$ cat src/rtl/contadores_resp.sv
// contadores_resp: word-counter responder for the PCIe layer.
// Counts successful pops on output FIFOs 5..8 and answers req/idx reads
// with the selected count one cycle later while the layer FSM is idle.
// Optional build macro: CONTADORES_CLR_ON_READ_EN (clear-on-read counters).
module contadores_resp #(
    parameter int unsigned CNT_W      = 5,
    parameter int unsigned FIFO_UNITS = 4
) (
    input  logic             clk,
    input  logic             reset_L,
    input  logic             idle,
    input  logic             fifo5_rd,
    input  logic             fifo5_empty,
    input  logic             fifo6_rd,
    input  logic             fifo6_empty,
    input  logic             fifo7_rd,
    input  logic             fifo7_empty,
    input  logic             fifo8_rd,
    input  logic             fifo8_empty,
    input  logic             req,
    input  logic [1:0]       idx,
    output logic [CNT_W-1:0] data_out_contador,
    output logic             valids
);

    typedef enum logic {
        ST_WAIT  = 1'b0,
        ST_SERVE = 1'b1
    } state_t;

    state_t                state_q, state_d;
    logic [CNT_W-1:0]      cnt_q [FIFO_UNITS];
    logic [CNT_W-1:0]      cnt_d [FIFO_UNITS];
    logic [CNT_W-1:0]      data_q, data_d;
    logic [FIFO_UNITS-1:0] rd_v, empty_v, pop;
    logic                  accept;

    assign rd_v    = {fifo8_rd, fifo7_rd, fifo6_rd, fifo5_rd};
    assign empty_v = {fifo8_empty, fifo7_empty, fifo6_empty, fifo5_empty};

    // Pop qualification and read acceptance
    always_comb begin
        pop    = rd_v & ~empty_v;
        accept = req & idle;
    end

    // Next-state and response sample; data is the pre-update count
    always_comb begin
        state_d = state_q;
        data_d  = '0;
        case (state_q)
            ST_WAIT: begin
                if (accept) state_d = ST_SERVE;
            end
            ST_SERVE: begin
                if (!accept) state_d = ST_WAIT;
            end
            default: state_d = ST_WAIT;
        endcase
        if (accept) data_d = cnt_q[idx];
    end

    // Per-FIFO counter update, wrapping modulo 2^CNT_W
    always_comb begin
        for (int unsigned i = 0; i < FIFO_UNITS; i++) begin
            cnt_d[i] = cnt_q[i];
            if (pop[i]) cnt_d[i] = cnt_q[i] + CNT_W'(1);
`ifdef CONTADORES_CLR_ON_READ_EN
            // a same-cycle pop survives the clear, leaving the counter at 1
            if (accept && (32'(idx) == i)) cnt_d[i] = pop[i] ? CNT_W'(1) : '0;
`endif
        end
    end

    // State, response and counter registers
    always_ff @(posedge clk or negedge reset_L) begin
        if (!reset_L) begin
            state_q <= ST_WAIT;
            data_q  <= '0;
            for (int unsigned i = 0; i < FIFO_UNITS; i++) cnt_q[i] <= '0;
        end else begin
            state_q <= state_d;
            data_q  <= data_d;
            for (int unsigned i = 0; i < FIFO_UNITS; i++) cnt_q[i] <= cnt_d[i];
        end
    end

    assign valids            = (state_q == ST_SERVE);
    assign data_out_contador = data_q;

endmodule

$ cat config.mk
export PLATFORM = sky130hd
export DESIGN_NAME = contadores_resp
export DESIGN_NICKNAME = d
export VERILOG_FILES = /design/src/rtl/contadores_resp.sv
export SDC_FILE = /design/constraint.sdc
export NUM_CORES = 1
export LEC_CHECK = 0
export ABC_CLOCK_PERIOD_IN_PS = 2570
export CORE_ASPECT_RATIO = 1.5
export CORE_UTILIZATION = 50
export DETAILED_ROUTE_END_ITERATION = 6
export PLACE_DENSITY = 0.88
export SYNTH_ARGS = -nofsm -noshare
export SYNTH_HDL_FRONTEND = slang
export SYNTH_SLANG_ARGS = --single-unit
$ cat constraint.sdc
create_clock -name clk -period 2.57 [get_ports clk]
set_input_delay 0.3855 -clock clk [delete_from_list [all_inputs] [get_ports clk]]
set_output_delay 0.3855 -clock clk [all_outputs]
set_load 0.02 [all_outputs]
==> flow_summary_export.csv, run 1 <==
group,metric,value,unit
logic_synthesis,yosys_warnings,0,
worst_setup_path,path_class,"flop to output port",
timing,tightest_slew,0.358,ns
cts,cts-buffers-inserted,3,
job,drv_cap,0,
timing,fin_crit,1.63,ns
place,dpl.hpwl,1.41,mm
power_and_ir_drop,total_power,0.00131,W
worst_setup_path,path_buf_inv,1,
floorplan,core_area,0.00208,mm^2
finish,syn_to_final_growth,20.8,%
worst_setup_path,cp_cell_sequence,"clkdlybuf4s50_1",
finish,finalInstanceArea,0.00137,mm^2
worst_setup_path,worstSetupPathDepth,1,
worst_setup_path,cpPeakStageDelay,0.60,ns
timing,hold_viol_final,0,
worst_setup_path,critical_path_arrival,1.25,ns
timing,slew_viol_final,0,
detailed_routing,via_per_inst,5.48,
global_routing,grt_pass1_vias,696,
cts,post-cts-setup-buffers,0,
global_routing,grt_pass1_wl,3.00,mm
logic_synthesis,synth.avg_cell_area,14.6,um^2
detailed_routing,drc,0,
worst_setup_path,rr_worst_depth,2,
detailed_routing,wirelength,1.79,mm
global_routing,grt_start_max_net_pins,27,
floorplan,die_area,0.00247,mm^2
detailed_routing,wl_per_cell,14.7,um
cts,cts_root_buffer,"clkbuf_4",
floorplan,placementRows,20,
floorplan,start_util,54.8,%
timing,finClkSkew,0.00881,ns
worst_setup_path,cp.required,2.18,ns
detailed_routing,drt_pre_antenna_iters,3,
cts,path_clk_slew,0.13,ns
floorplan,dieWidth,40.9,um
logic_synthesis,synth_area,0.00114,mm^2
place,pre_cts_slack,0.701,ns
finish,num_antenna_cells,0,
logic_synthesis,yosys_register_bits,26,
hold_path,hold_class,"input port to async pin",
finish,final_nets,120,
logic_synthesis,syn_inst,78,
timing,fmax,612,MHz
global_routing,grt-ovfl-total,0,
cts,cts_buffer_depth,2,
worst_setup_path,cp_max_fo,1,
worst_setup_path,critical-path-slowest-cell,"clkdlybuf4s50_1",
cts,worstSkewPairLatency,0.30,ns
floorplan,io_pins,20,
timing,setup_ws,0.936,ns
power_and_ir_drop,ir_drop,554,uV
timing,setup_viol,0,
timing,slew_headroom,76.1,%
logic_synthesis,syn-num-nets,96,
logic_synthesis,seq_area_frac_synth,57.2,%
cts,hold_buffers,0,
cts,postCtsResizedCells,0,
cts,cts.sink_count,26,
cts,tritoncts,"built",
detailed_routing,vias,669,
status,outcome,"finished, final reports clean",
power_and_ir_drop,power_density,955,mW/mm^2
power_and_ir_drop,p_leak,0.572,nW
place,io_buffers,19,
timing,post-route-period-util,63.6,%
global_routing,track_usage,18.3,%
finish,final_core_util,66.1,%
cts,cts_htree_levels,1,
logic_synthesis,synth_cell_type_count,12,
place,gp_congestion,0.701,
timing,rsz0062_at_grt,"false",
detailed_routing,drt_iter0_drc,14,
floorplan,fp.dieH,60.4,um
global_routing,antenna_found_initial,0,
worst_setup_path,end_kind,"output port",
worst_setup_path,critPathLaunchType,"flop",
finish,drive_above_1_share,13.0,%
timing,fin_tns_setup,0,ns
detailed_routing,detail-route-antenna-nets,0,
place,placed_area,0.00135,mm^2
worst_setup_path,path_delay_family,"buffers and inverters",
## flip-flops by register name, indices dropped and copies added (netlist names)
name,count
valids,1
cnt_q,20
data_out_contador,5
## power breakdown
| part | switching (W) | internal [W] |
|---|---|---|
| Combinational | 0.000131 | 0.000255 |
| Sequential | 0.000187 | 0.000580 |
| Clock | 0.000104 | 0.0000546 |
| Total | 0.000423 | 0.000889 |
## final timing paths
check,start,to,slack (ns)
setup / recovery,valids,valids,0.94
hold / removal,reset_L,cnt_q[17],0.42
setup reg to reg,cnt_q[0],data_out_contador[0],1.39
hold reg to reg,cnt_q[9],cnt_q[9],0.48
max in group asynchronous,reset_L,cnt_q[5],1.90
min in group clk,cnt_q[9],cnt_q[9],0.48
## cells by family after synthesis
logic type | Yosys count | synth area share, %
buf+inv | 1 | 0.990
fa+ha+maj | 4 | 4.40
simple gates | 22 | 11.2
xor+xnor | 16 | 12.3
mux | 9 | 13.9
flops | 26 | 57.2
## layout by cell type, fill, tap and decap left out
cell type / count
xor2_1: 4
dfrtp_1: 26
and2_1: 5
clkdlybuf4s50_1: 19
clkbuf_4: 3
ha_1: 4
mux2_2: 4
nand4_1: 8
and2_0: 1
buf_4: 1
mux4_2: 5
xnor2_1: 12
nor2b_1: 4
nand2_1: 4
## stage by stage
stage,hold slack [ns],instances
after CTS,0.427,122
final,0.416,122
after global routing,0.452,122
after global placement,0.456,119
after detailed placement,0.466,119
after floorplan,0.0899,78
## layout make-up
cell class	count	area, um^2
repair buffers	20	198
fillers	149	703
well taps	22	27.5
flip-flops and latches	26	651
multi-input cells	51	475
clock buffers	3	22.5
## cell usage after synthesis, drive strengths merged
cell / instances / area (um^2)
ha: 4 / 50.1
nand4: 8 / 50.1
xor2: 4 / 35.0
mux4: 5 / 113
xnor2: 12 / 105
nand2: 4 / 15.0
dfrtp: 26 / 651
mux2: 4 / 45.0
nor2b: 4 / 25.0
and2: 6 / 37.5
buf: 1 / 11.3
## routing by layer
layer / wire length, um / up-vias / GRT usage (%) / part of all wire [%]
met2: 1020 / 15 / 31.9 / 57
met5: 0 / - / 0 / 0
li1: - / 318 / - / -
met1: 674 / 334 / 20.9 / 38
met3: 71 / 2 / 3.30 / 4.0
met4: 18 / 0 / 7.14 / 1.0
Note: power is estimated with default switching activity, not from simulation.
==> run 2: changes to the inputs <==
==> config.mk (replaced) <==
export PLATFORM = sky130hd
export DESIGN_NAME = contadores_resp
export DESIGN_NICKNAME = d
export VERILOG_FILES = /design/src/rtl/contadores_resp.sv
export SDC_FILE = /design/constraint.sdc
export NUM_CORES = 1
export LEC_CHECK = 0
export ABC_CLOCK_PERIOD_IN_PS = 1500
export CORE_ASPECT_RATIO = 1.5
export CORE_UTILIZATION = 46
export DETAILED_ROUTE_END_ITERATION = 6
export PLACE_DENSITY = 0.86
export SYNTH_ARGS = -nofsm -noshare
export SYNTH_HDL_FRONTEND = slang
export SYNTH_SLANG_ARGS = --single-unit
==> constraint.sdc (replaced) <==
create_clock -name clk -period 1.5 [get_ports clk]
set_input_delay 0.225 -clock clk [delete_from_list [all_inputs] [get_ports clk]]
set_output_delay 0.225 -clock clk [all_outputs]
set_load 0.02 [all_outputs]
==> flow_summary_export.csv, run 2 (synthesis results as in run 1) <==
group,metric,value,unit
floorplan,core_area,0.00229,mm^2
timing,hold_viol_final,0,
finish,largest_reg_flops,20,
cts,cts_root_buffer,"clkbuf_4",
finish,final_nets,125,
timing,slew_viol_final,0,
job,drv_cap,0,
place,gp_congestion,0.777,
cts,cts_buffer_depth,2,
cts,tritoncts,"built",
finish,num_antenna_cells,0,
floorplan,io_pins,20,
floorplan,placementRows,21,
cts,cts-buffers-inserted,3,
worst_setup_path,critPathLaunchType,"input port",
timing,fmax,765,MHz
place,io_buffers,19,
worst_setup_path,cpPeakStageDelay,0.50,ns
worst_setup_path,path_delay_family,"buffers and inverters",
timing,setup_viol,0,
detailed_routing,vias,701,
finish,largest_register,"cnt_q",
hold_path,hold_class,"input port to async pin",
timing,fin_tns_setup,0,ns
cts,path_clk_slew,0.12,ns
timing,slew_headroom,78.5,%
finish,final_cells,128,
status,outcome,"finished, final reports clean",
floorplan,fp.dieH,62.9,um
global_routing,track_usage,16.1,%
global_routing,grt-ovfl-total,0,
worst_setup_path,path_buf_inv,2,
timing,tightest_slew,0.323,ns
timing,post-route-period-util,87.2,%
floorplan,dieWidth,42.6,um
worst_setup_path,cp_max_fo,5,
power_and_ir_drop,p_leak,0.682,nW
cts,cts.sink_count,26,
worst_setup_path,cp_cell_sequence,"clkdlybuf4s50_1 -> buf_4 -> mux4_2 -> and2_1",
worst_setup_path,cp.required,1.72,ns
cts,post-cts-setup-buffers,0,
cts,cts_htree_levels,1,
worst_setup_path,critical_path_arrival,1.52,ns
detailed_routing,via_per_inst,5.48,
timing,fin_crit,1.31,ns
worst_setup_path,path_class,"input port to flop",
detailed_routing,drt_pre_antenna_iters,4,
timing,rsz0062_at_grt,"false",
finish,final_common_cell,"dfrtp_1",
cts,worstSkewPairLatency,0.31,ns
timing,holdWs,0.259,ns
detailed_routing,wl_per_cell,14.4,um
global_routing,grt_pass1_vias,768,
worst_setup_path,critical-path-slowest-cell,"mux4_2",
power_and_ir_drop,ir_drop,877,uV
floorplan,die_area,0.00268,mm^2
global_routing,grt_pass1_wl,3.24,mm
power_and_ir_drop,power_density,1580,mW/mm^2
detailed_routing,wirelength,1.85,mm
finish,drive_above_1_share,17.1,%
detailed_routing,drc,0,
global_routing,grt_start_max_net_pins,27,
worst_setup_path,end_kind,"flop",
finish,layout_common_cells,"26 x dfrtp_1, 13 x clkdlybuf4s50_1, 12 x xnor2_1, 8 x nand4_1, 6 x buf_4",
finish,syn_to_final_growth,25.2,%
floorplan,start_util,49.8,%
global_routing,antenna_found_initial,0,
place,place_inst,125,
timing,finClkSkew,0.00130,ns
detailed_routing,drt_iter0_drc,10,
detailed_routing,detail-route-antenna-nets,0,
run 2: cell type report:
cell class	count	area (um^2)
repair buffers	25	246
clock buffers	3	22.5
flip-flops and latches	26	651
multi-input cells	51	475
well taps	23	28.8
fillers	176	862
run 2: routing by layer:
layer,global-route usage (%),wire [um]
met5,0,0
met4,8.59,40
met2,31.2,1060
met3,1.73,83
met1,15.6,657
run 2: path summary, 6_finish.rpt:
| check | end | from | slack (ns) | cells after the start |
|---|---|---|---|---|
| hold reg to reg | cnt_q[9] | cnt_q[9] | 0.48 | 1 |
| max in group asynchronous | cnt_q[14] | reset_L | 1.00 | 2 |
| hold / removal | cnt_q[18] | reset_L | 0.26 | 2 |
| setup reg to reg | data_out_contador[0] | cnt_q[0] | 0.33 | 2 |
| setup / recovery | data_out_contador[4] | idx[0] | 0.19 | 4 |
| min in group clk | cnt_q[9] | cnt_q[9] | 0.48 | 1 |
run 2: worst register-to-register path, stage by stage, from the launching register on:
cell     delay (ns)
dfrtp_1        0.44
mux4_2         0.47
and2_1         0.17
run 2: timing repair:
item	CTS	global route
hold buffers	0	0
endpoints found under the setup margin	1	5
gates resized for setup	1	5
run 2: per-stage QoR:
step                setup WS [ns]  util (%)  power [W]  cell area (um^2)
finish                      0.192      62.3    0.00224              1420
global placement           -0.112      60.8    0.00194              1390
CTS                       0.00548      61.7    0.00229              1410
detailed placement         -0.153      60.8    0.00201              1390
floorplan                   0.387         -    0.00173              1140
global route                0.173      62.3    0.00241              1420
run 2: power by group:
| part | switching, W | internal, W |
|---|---|---|
| clock | 0.000187 | 0.0000939 |
| sequential | 0.000303 | 0.000994 |
| combinational | 0.000230 | 0.000436 |
| total | 0.000720 | 0.00152 |
